[config.mk]
export PLATFORM = sky130hd
export DESIGN_NAME = simon_input_conditioner
export DESIGN_NICKNAME = d
export VERILOG_FILES = /design/src/rtl/simon_pkg.sv /design/src/rtl/simon_debounce_bit.sv /design/src/rtl/simon_input_conditioner.sv
export SDC_FILE = /design/constraint.sdc
export NUM_CORES = 1
export LEC_CHECK = 0
export BUFFER_PORTS_ARGS = -buffer_cell sky130_fd_sc_hd__clkbuf_2
export CELL_PAD_IN_SITES_DETAIL_PLACEMENT = 1
export CELL_PAD_IN_SITES_GLOBAL_PLACEMENT = 2
export CORE_AREA = 2 2 89 74
export DETAILED_ROUTE_END_ITERATION = 10
export DIE_AREA = 0 0 91 76
export PLACE_DENSITY = 0.67
export SLEW_MARGIN = 5
export SYNTH_ARGS = -nofsm -noshare
export SYNTH_HDL_FRONTEND = slang
export SYNTH_SLANG_ARGS = --single-unit
[constraint.sdc]
create_clock -name clk -period 4.5 [get_ports clk]
set_clock_uncertainty 0.15 [all_clocks]
set_input_delay 0.45 -clock clk [delete_from_list [all_inputs] [get_ports clk]]
set_output_delay 0.45 -clock clk [all_outputs]
set_load 0.02 [all_outputs]
[src/rtl/simon_pkg.sv]
// Shared definitions for the Simon front end: step FSM states and default timing parameters.
package simon_pkg;

  // Default number of consecutive stable cycles before a synchronized input is accepted.
  localparam int unsigned DefaultDebounceCycles = 16;

  // Default number of cycles step_pulse stays high per accepted press.
  localparam int unsigned DefaultStepWidth = 2;

  // Number of raw inputs conditioned: button, level switch, four pattern switches.
  localparam int unsigned NumRawBits = 6;

  // Step FSM states.
  typedef enum logic [1:0] {
    StIdle = 2'd0,
    StFire = 2'd1,
    StHeld = 2'd2
  } step_state_e;

endpackage

[src/rtl/simon_debounce_bit.sv]
// Two-flop synchronizer followed by a debounce counter for one raw asynchronous input.
// The debounced value flips on the edge that completes DEBOUNCE_CYCLES consecutive cycles
// of disagreement with the synchronized value; any agreeing cycle clears the counter.
module simon_debounce_bit
  import simon_pkg::*;
#(
  parameter int unsigned DEBOUNCE_CYCLES = DefaultDebounceCycles,
  parameter logic        RstVal          = 1'b0
) (
  input  logic clk,
  input  logic rst,
  input  logic raw_i,
  output logic db_o
);

  localparam int unsigned    CntW    = $clog2(DEBOUNCE_CYCLES + 1);
  localparam logic [CntW-1:0] CntLast = CntW'(DEBOUNCE_CYCLES - 1);

  logic            sync1_q, sync2_q;
  logic            db_q, db_d;
  logic [CntW-1:0] cnt_q, cnt_d;

  // Count disagreement cycles; flip and clear on the last one, so the counter never wraps.
  always_comb begin
    db_d  = db_q;
    cnt_d = '0;
    if (sync2_q != db_q) begin
      if (cnt_q == CntLast) begin
        db_d = ~db_q;
      end else begin
        cnt_d = cnt_q + 1'b1;
      end
    end
  end

  // Synchronizer, debounced value and counter registers. The synchronizer resets to the same
  // value as the debounced output so the first post-reset cycles never look like a change.
  always_ff @(posedge clk) begin
    if (rst) begin
      sync1_q <= RstVal;
      sync2_q <= RstVal;
      db_q    <= RstVal;
      cnt_q   <= '0;
    end else begin
      sync1_q <= raw_i;
      sync2_q <= sync1_q;
      db_q    <= db_d;
      cnt_q   <= cnt_d;
    end
  end

  assign db_o = db_q;

endmodule

[src/rtl/simon_input_conditioner.sv]
// Input conditioner upstream of Simon: debounces the step button and switches, turns each
// accepted press into one STEP_WIDTH-cycle strobe, and freezes the switch outputs while the
// button is active so they are stable across every step_pulse rising edge.
module simon_input_conditioner
  import simon_pkg::*;
#(
  parameter int unsigned DEBOUNCE_CYCLES = DefaultDebounceCycles,
  parameter int unsigned STEP_WIDTH      = DefaultStepWidth
) (
  input  logic       clk,
  input  logic       rst,
  input  logic       btn_step,
  input  logic       sw_level,
  input  logic [3:0] sw_pattern,
  output logic       step_pulse,
  output logic       level_out,
  output logic [3:0] pattern_out
);

  localparam int unsigned     StepCntW = $clog2(STEP_WIDTH + 1);
  localparam logic [StepCntW-1:0] StepLast = StepCntW'(STEP_WIDTH - 1);

  logic       btn_db;
  logic       lvl_db;
  logic [3:0] pat_db;

  // Button resets to "pressed" so a button held through reset cannot fire a pulse.
  simon_debounce_bit #(
    .DEBOUNCE_CYCLES(DEBOUNCE_CYCLES),
    .RstVal         (1'b1)
  ) u_db_btn (
    .clk  (clk),
    .rst  (rst),
    .raw_i(btn_step),
    .db_o (btn_db)
  );

  simon_debounce_bit #(
    .DEBOUNCE_CYCLES(DEBOUNCE_CYCLES),
    .RstVal         (1'b0)
  ) u_db_lvl (
    .clk  (clk),
    .rst  (rst),
    .raw_i(sw_level),
    .db_o (lvl_db)
  );

  for (genvar i = 0; i < 4; i++) begin : g_db_pat
    simon_debounce_bit #(
      .DEBOUNCE_CYCLES(DEBOUNCE_CYCLES),
      .RstVal         (1'b0)
    ) u_db_pat (
      .clk  (clk),
      .rst  (rst),
      .raw_i(sw_pattern[i]),
      .db_o (pat_db[i])
    );
  end

  step_state_e          state_q, state_d;
  logic [StepCntW-1:0]  fire_cnt_q, fire_cnt_d;
  logic                 pulse_q, pulse_d;
  logic                 level_q, level_d;
  logic [3:0]           pattern_q, pattern_d;

  // Step FSM next state: one pulse per debounced press, re-armed only by a debounced release.
  always_comb begin
    state_d    = state_q;
    fire_cnt_d = '0;
    case (state_q)
      StIdle: begin
        if (btn_db) begin
          state_d = StFire;
        end
      end
      StFire: begin
        // Release is ignored here so the pulse always runs its full width.
        if (fire_cnt_q == StepLast) begin
          state_d = StHeld;
        end else begin
          fire_cnt_d = fire_cnt_q + 1'b1;
        end
      end
      StHeld: begin
        if (!btn_db) begin
          state_d = StIdle;
        end
      end
      default: state_d = StHeld;
    endcase
  end

  // Registered outputs: pulse decoded from the next state so it is glitch-free for use as a
  // clock; switch values track the debounced inputs only while idle.
  always_comb begin
    pulse_d   = (state_d == StFire);
    level_d   = level_q;
    pattern_d = pattern_q;
    if (state_q == StIdle) begin
      level_d   = lvl_db;
      pattern_d = pat_db;
    end
  end

  // FSM and output registers; reset parks in HELD so a fresh press needs a release first.
  always_ff @(posedge clk) begin
    if (rst) begin
      state_q    <= StHeld;
      fire_cnt_q <= '0;
      pulse_q    <= 1'b0;
      level_q    <= 1'b0;
      pattern_q  <= 4'b0000;
    end else begin
      state_q    <= state_d;
      fire_cnt_q <= fire_cnt_d;
      pulse_q    <= pulse_d;
      level_q    <= level_d;
      pattern_q  <= pattern_d;
    end
  end

  assign step_pulse  = pulse_q;
  assign level_out   = level_q;
  assign pattern_out = pattern_q;

endmodule

Word-level counts from Yosys, hierarchy flattened
Cells that the tools add are included.

Register bits: 58. Bits of input ports: 8. Output and inout bits: 6. Word-level logic and storage cells: 83.

Add/subtract/negate cells: 7. Equality and inequality tests: 16. Mux-type cells: 4. Bitwise operators: 13. Reduce and logical (&&, ||, !) cells: 14.

Operators with widths (count): adder 5 x 1 -> 5 bit, second input constant (6); equality test 5 x 4 -> 1 bit, second input constant (6); OR reduction 3 bit (7); inverter 1 bit (13); AND reduction 2 bit (6); equality test 2 x 1 -> 1 bit, second input constant (3); 2-to-1 mux 2 bit (3); != test 1 bit (6); case mux 2 bit (3 select lines) (1); adder 2 x 1 -> 2 bit, second input constant (1); equality test 2 bit, second input constant (1); zero test 2 bit (1).

Depth between registers and ports, before layout
Gate-level depths: netlist of the first run.

Depth after elaboration: 4. Depth in mapped cells: 5. Mapped depth without buffers: 5.

By module
From an unflattened synthesis of the first run, not the netlist that was laid out.

Cell total of the unflattened synthesis: 202. Area, all modules: 2118.3 um2.

Modules (own cells, without submodules): simon_debounce_bit (g_db_pat[0].u_db_pat ...) (instances 5, cells each 27, area an instance 286.5 um2, seq. area each 160.2 um2); simon_input_conditioner (instances 1, cells each 40, area an instance 396.6 um2, seq. area each 200.2 um2); simon_debounce_bit (u_db_btn) (instances 1, cells each 27, area an instance 289.0 um2, seq. area each 160.2 um2).

Worst setup path after synthesis of the first run
Ideal clock, no wire load.

Kind: reg2reg. Start: register u_db_btn.cnt_q[0]. End: register u_db_btn.cnt_q[2]. Library setup time: 0.064 ns. Arrival time: 1.373 ns. Required time: 4.286 ns. Slack: 2.913 ns. Cell stages (with the launch flop): 6. Buffers on the path: 0. Clock period less this slack: 1.587 ns. Path through: dfxtp_1 > ha_1 > and3_1 > ha_1 > or3_4 > nor2_1.

Cells in the longest elaborated chain, start to end: 2. Elaborated cells between the ends (all ways): 3. Those cells by class: add/sub (1); eq/ne (1); reduce/logical (1).

Ends and longest elaborated chain: start, declared (RTL line simon_debounce_bit.sv:21) `logic [CntW-1:0] cnt_q, cnt_d;`; start signal, assigned (RTL line simon_debounce_bit.sv:48) `cnt_q <= cnt_d;`; parallel branches: the longest is 2 deep, another holds adder 5 x 1 -> 5 bit.

Parallel ways; which one is timed is not known. A chain may end at the register's enable or synchronous reset.

Worst setup path after layout of the first run
Start: register g_db_pat[0].u_db_pat.cnt_q[0]. End: register g_db_pat[0].u_db_pat.cnt_q[3].

Cells in the longest elaborated chain, start to end: 2. Elaborated cells between the ends (all ways): 3. Those cells by class: add/sub (1); eq/ne (1); reduce/logical (1).

Ends and longest elaborated chain (RTL line): start, declared (simon_debounce_bit.sv:21); start signal, assigned (simon_debounce_bit.sv:48); parallel branches: the longest is 2 deep, another holds adder 5 x 1 -> 5 bit.

Parallel ways; which one is timed is not known.

==> qor.csv, run 1 <==
stage,metric,value,unit
outcome,outcome,"complete, no violations",
grt,GRT Residual Overflow,0,
drt,DR vias/cell,4.47,
run,Max-cap violations,0,
placed_design,gp weighted congestion,0.627,
drt,Routed Antenna Nets,0,
floorplanning,Initial Utilization,34.2,%
setup_path,Critical Path Start,g_db_pat[0].u_db_pat.cnt_q[0]$_SDFF_PP0_,
placed_design,hpwl dp,2740,microns
floorplanning,die height,76,microns
sta,Final min period,1.72,ns
clocking,H-Tree Depth,3,
sta,Fmax,583,MHz
power,maximum resistive drop on vdd,0.181,mV
logic_synthesis,syn_nets,225,
floorplanning,num rows,26,
floorplanning,die area,6920,sq um
setup_path,CP most frequent cell,ha_1,
floorplanning,Core Box Area,6120,sq um
power,Logic pwr share,2.3,%
power,Int Power,816,uW
setup_path,startpoint types,flop,
final_layout,Final nets,244,
logic_synthesis,Synth Cell Area,2090,sq um
hold_path,HP Class,in2reg,
sta,Hold Slack,0.159,ns
final_layout,"commonest non-fill, non-tap cell in the layout",dfxtp_1,
setup_path,R2R Path Start,g_db_pat[0].u_db_pat.cnt_q[0]$_SDFF_PP0_,
hold_path,HP Start,btn_step,
setup_path,Crit Path Category,reg2reg,
clocking,TritonCTS clock tree,yes,
sta,Final Hold Viols,0,
logic_synthesis,Yosys cell types,22,
final_layout,Multi-input gate area,855,sq um
clocking,Root Driver,clkbuf_8,
setup_path,CP max stage delay,0.42,ns
sta,relative slew slack,58.9,%
clocking,hold-fix buffers at CTS,0,
power,switching fraction of total power,20.8,%
clocking,PostCTS Resize Cnt,0,
clocking,Worst-path clk slew,0.06,ns
setup_path,Worst Path Max Fanout,5,
power,Net Sw Power,215,uW
final_layout,share of layout cells above drive strength 1,16.2,%
final_layout,Syn-to-layout area delta,16.4,%
clocking,postcts setup bufs,0,
power,Clock power frac,46.3,%
logic_synthesis,Async SR Flop Fraction,0,%
drt,DRT Pass-1 Iters,4,
drt,Residual DRC,0,
drt,Post-Route WL,3650,microns
placed_design,port buffer count,13,
setup_path,"CP delay by family, top",simple AND/OR/NAND/NOR gates,
logic_synthesis,sequential area share after synthesis,55.4,%
final_layout,fillers,713,
final_layout,most frequent cells in the layout,"dfxtp_1, nor2_1, inv_1, ha_1, clkbuf_2",
final_layout,register area,1160,sq um
grt,initial antenna violation count,0,
sta,setup TNS after final layout,0,ns
sta,RSZ-0062 raised after global routing,no,
setup_path,required time of the worst setup path,4.61,ns
power,Pleak,0.000949,uW
sta,Worst Tran Pin Value,0.616,ns
grt,largest net degree at the start of global routing,34,
sta,endpoints failing setup,0,
floorplanning,Die Wd,91,microns
sta,post-route clock period utilization,38.1,%
drt,DR vias,1395,
setup_path,crit-path cells,ha_1 > and3_1 > ha_1 > or3_4 > nor2_1,
setup_path,Critical-path top delay cell,or3_4,
clocking,clk buf depth,2,
floorplanning,IO Pins,14,
logic_synthesis,Syn. warnings,0,
power,sequential power share,51.4,%
logic_synthesis,predominant post-synthesis flop cell,dfxtp_1,
grt,GRT Overall Usage,12.6,%
setup_path,Crit. End Element,flop,
clocking,clk_lat worst skew,0.33,ns
drt,DR iter-0 viols,41,
clocking,total CTS buffers,9,
final_layout,ANT cells,0,
power,PwrDens,422,nW/um^2
logic_synthesis,"EDFF count, synth",0,
setup_path,critical path buffer and inverter count,0,
logic_synthesis,"Avg Cell Area, Syn",10.3,sq um
logic_synthesis,Yosys reg bits,58,
final_layout,final core occ,39.9,%
logic_synthesis,Cells after Synth,204,
drt,DR WL/cell,11.7,microns
clocking,Clock Sink Count,58,
grt,vias in the first global route,1488,
setup_path,worst path arrival time,1.82,ns
grt,first-pass GRT wire length,6760,microns
sta,Pins Over Slew Limit,0,
-- cell families (layout without fill, tap and decap cells) --
family                   count (synthesis)  count (layout)  synth area share [%]
multiplexers                             5               5                  2.39
XOR/XNOR                                18              18                  7.53
adder cells (fa/ha/maj)                 13              13                  7.77
AND/OR/NAND/NOR                         77              77                  18.9
flip-flops                              58              58                  55.4
AO/OA/AOI/OAI                           15              15                  4.24
buffers and inverters                   18              42                  3.76
-- power groups by stage --
stage	Combinational [uW]	Sequential [uW]	Clock, uW
after floorplan	20.0	537	0
after global placement	22.5	541	0
after detailed placement	24.0	541	0
after CTS	24.2	530	494
after global routing	27.3	531	523
final	23.7	530	477
-- stage by stage --
step	instances	total power [uW]	worst slack [ns]	instance area, sq um
global placement	296	563	2.79	2230
global route	312	1080	2.68	2440
CTS	312	1050	2.75	2440
floorplan	204	557	2.91	2090
finish	312	1030	2.78	2440
detailed placement	296	565	2.75	2230
-- registers in the layout, summed over array words and instances, names as in the netlist, 2 cells and up --
register and count:
fire_cnt_q 2, g_db_pat.u_db_pat.cnt_q 20, g_db_pat.u_db_pat.db_o 4, g_db_pat.u_db_pat.sync1_q 4, g_db_pat.u_db_pat.sync2_q 4, pattern_out 4, state_q 2, u_db_btn.cnt_q 5
u_db_lvl.cnt_q 5
-- layer usage --
metal | track usage (%) | vias to the layer above | share of wire (%)
met4 | 4.55 | 0 | 1.5
li1 | - | 703 | -
met2 | 22.1 | 26 | 52
met1 | 12.5 | 660 | 41
met5 | 0 | - | 0
met3 | 7.12 | 6 | 5.4
-- path summary, 6_finish.rpt --
path,cells after the start,endpoint,slack [ns]
min reg2reg,1,u_db_btn.sync2_q$_SDFF_PP1_,0.26
max,5,g_db_pat[0].u_db_pat.cnt_q[3]$_SDFF_PP0_,2.78
min,2,u_db_btn.sync1_q$_SDFF_PP1_,0.16
max reg2reg,5,g_db_pat[0].u_db_pat.cnt_q[3]$_SDFF_PP0_,2.78
-- Yosys cell counts, types with 2 or more instances --
master	n	share of area, %
dfxtp_1	58	55
nor2_1	40	7.2
ha_1	13	7.8
inv_1	13	2.3
xnor2_1	12	5.0
nor2b_1	11	3.3
a21oi_1	6	1.4
and3_1	6	1.8
nand3_1	6	1.4
or3_4	6	3.2
xor2_1	6	2.5
mux2i_1	5	2.4
nand2_1	5	0.90
o21ai_0	5	1.2
buf_2	3	0.72
a2111oi_0	2	0.84
or2_2	2	0.60
-- worst register-to-register path: stages (launching register included) --
cell,delay [ns]
dfxtp_1,0.32
ha_1,0.22
and3_1,0.19
ha_1,0.21
or3_4,0.42
nor2_1,0.13
-- cell type report --
type / instances / share of cell area (%)
inverter: 13 / 2.00
multi-input combinational: 128 / 35.0
clock buffer: 11 / 6.21
sequential: 58 / 47.6
clock inverter: 5 / 2.15
timing repair buffer: 13 / 2.67
tap: 84 / 4.31
Note: power is estimated with default switching activity, not from simulation.
==> inputs of run 2 (changes only) <==
==> constraint.sdc (replaced) <==
create_clock -name clk -period 1.8 [get_ports clk]
set_clock_uncertainty 0.15 [all_clocks]
set_input_delay 0.18 -clock clk [delete_from_list [all_inputs] [get_ports clk]]
set_output_delay 0.18 -clock clk [all_outputs]
set_load 0.02 [all_outputs]
==> qor.csv, run 2 (synthesized netlist as in run 1, its figures left out) <==
stage,metric,value,unit,change
clocking,clk buf depth,2,,unchanged
drt,Residual DRC,0,,unchanged
grt,largest net degree at the start of global routing,19,,was 34
placed_design,pre-CTS WS,0.0791,ns,was 2.75 ns
run,Max-cap violations,0,,unchanged
setup_path,CP max stage delay,0.43,ns,was 0.42 ns
hold_path,HP Class,in2reg,,unchanged
clocking,Clock Sink Count,58,,unchanged
clocking,Root Driver,clkbuf_8,,unchanged
grt,grt met1 use,13.6,%,was 12.5%
grt,initial antenna violation count,0,,unchanged
placed_design,port buffer count,13,,unchanged
setup_path,startpoint types,flop,,unchanged
grt,gr busiest metal,met2,,unchanged
setup_path,CP most frequent cell,ha_1,,unchanged
drt,DRT Pass-1 Iters,3,,was 4
grt,GRT Overall Usage,12.4,%,was 12.6%
sta,endpoints failing setup,0,,unchanged
placed_design,hpwl dp,2570,microns,was 2740 microns
floorplanning,Core Box Area,6120,sq um,unchanged
setup_path,crit-path cells,ha_1 > and3_1 > ha_1 > or3_4 > nor2_1,,unchanged
final_layout,Final nets,252,,was 244
floorplanning,num rows,26,,unchanged
setup_path,worst path arrival time,1.84,ns,was 1.82 ns
clocking,hold-fix buffers at CTS,6,,was 0
placed_design,Inst Count DP,298,,was 296
grt,vias in the first global route,1477,,was 1488
floorplanning,Die Wd,91,microns,unchanged
sta,post-route clock period utilization,95.7,%,was 38.1%
sta,final setup margin,0.0768,ns,was 2.78 ns
final_layout,Final Non-Filler Cells,320,,was 312
setup_path,Worst Path Max Fanout,5,,unchanged
power,PwrDens,1070,nW/um^2,was 422 nW/um^2
clocking,H-Tree Depth,3,,unchanged
grt,grt met2 use,19.8,%,was 22.1%
drt,Routed Antenna Nets,0,,unchanged
drt,Post-Route WL,3640,microns,was 3650 microns
setup_path,required time of the worst setup path,1.92,ns,was 4.61 ns
clocking,total CTS buffers,9,,unchanged
drt,DR vias,1404,,was 1395
sta,setup TNS after final layout,0,ns,unchanged
placed_design,gp weighted congestion,0.667,,was 0.627
floorplanning,IO Pins,14,,unchanged
final_layout,max reg flops,20,,unchanged
drt,DR vias/cell,4.39,,was 4.47
final_layout,Regs by FF count,"g_db_pat.u_db_pat.cnt_q: 20 flops, u_db_btn.cnt_q: 5 flops, u_db_lvl.cnt_q: 5 flops",,unchanged
clocking,clk_lat worst skew,0.33,ns,about the same
drt,DR iter-0 viols,39,,was 41
drt,DR WL/cell,11.4,microns,was 11.7 microns
grt,GRT Residual Overflow,0,,unchanged
floorplanning,die area,6920,sq um,unchanged
floorplanning,Initial Utilization,34.2,%,unchanged
grt,grt met3 use,6.03,%,was 7.12%
sta,Worst Tran Pin Value,0.385,ns,was 0.616 ns
final_layout,share of layout cells above drive strength 1,16.5,%,was 16.2%
power,total power,2700,uW,was 1030 uW
final_layout,ANT cells,0,,unchanged
final_layout,"Most flops, register",g_db_pat.u_db_pat.cnt_q,,unchanged
grt,first-pass GRT wire length,6620,microns,was 6760 microns
power,maximum resistive drop on vdd,0.396,mV,was 0.181 mV
sta,Pins Over Slew Limit,0,,unchanged
final_layout,most frequent cells in the layout,"dfxtp_1, nor2_1, inv_1, ha_1, clkbuf_2",,unchanged
power,Pleak,0.000994,uW,was 0.000949 uW
final_layout,"commonest non-fill, non-tap cell in the layout",dfxtp_1,,unchanged
clocking,postcts setup bufs,0,,unchanged
sta,Final Hold Viols,0,,unchanged
sta,Fmax,580,MHz,was 583 MHz
clocking,PostCTS Resize Cnt,0,,unchanged
setup_path,Crit. End Element,flop,,unchanged
floorplanning,die height,76,microns,unchanged
sta,Final min period,1.72,ns,about the same
final_layout,fillers,697,,was 713
sta,RSZ-0062 raised after global routing,no,,unchanged
outcome,outcome,"complete, no violations",,unchanged
clocking,TritonCTS clock tree,yes,,unchanged
clocking,Worst-path clk slew,0.06,ns,about the same
final_layout,Syn-to-layout area delta,20.7,%,was 16.4%
sta,relative slew slack,74.2,%,was 58.9%
setup_path,Crit Path Category,reg2reg,,unchanged
setup_path,Critical-path top delay cell,or3_4,,unchanged
run 2: cell count changes in the layout (fill, tap and decap cells not counted):
cell	previous run	this run
clkbuf_8	11	10
bufinv_16	1	2
clkinvlp_4	1	0
buf_4	0	2
clkinv_2	3	4
dlygate4sd3_1	0	6
run 2: per-stage QoR:
step                util [%]  hold WS [ns]  instance area [sq um]
CTS                     41.3         0.132                   2530
global placement        36.8         0.214                   2250
floorplan                  -         0.134                   2090
detailed placement      36.8         0.218                   2250
global route            41.3         0.167                   2530
finish                  41.3         0.138                   2530
run 2: path summary, 6_finish.rpt:
kind,from,endpoint,slack (ns),cells after the start
max,u_db_lvl.cnt_q[0]$_SDFF_PP0_,u_db_lvl.cnt_q[3]$_SDFF_PP0_,0.08,5
min,rst,level_out$_SDFFE_PP0P_,0.14,2
max reg2reg,u_db_lvl.cnt_q[0]$_SDFF_PP0_,u_db_lvl.cnt_q[3]$_SDFF_PP0_,0.08,5
min reg2reg,u_db_btn.sync1_q$_SDFF_PP1_,u_db_btn.sync2_q$_SDFF_PP1_,0.26,1
run 2: per-layer routing:
metal / part of all wire [%] / up-vias
li1: - / 718
met1: 45 / 660
met2: 48 / 20
met3: 4.8 / 6
met4: 1.8 / 0
met5: 0 / -
run 2: layout make-up:
class,instances,area (sq um),area share (%)
clock inverter,6,80.1,3.17
clock buffer,10,138,5.45
tap,84,105,4.16
sequential,58,1160,45.9
multi-input combinational,128,855,33.8
timing repair buffer,21,140,5.54
inverter,13,48.8,1.93
run 2: where the power goes:
group,internal [uW],switching [uW]
logic,38.0,34.3
clock network,806,497
registers,1310,19.5
run 2: worst max-delay path: cells and delay by family (launching register included):
| kind | cells | cell delay, ns |
|---|---|---|
| simple gates | 3 | 0.74 |
| fa+ha+maj | 2 | 0.44 |
| flops | 1 | 0.33 |
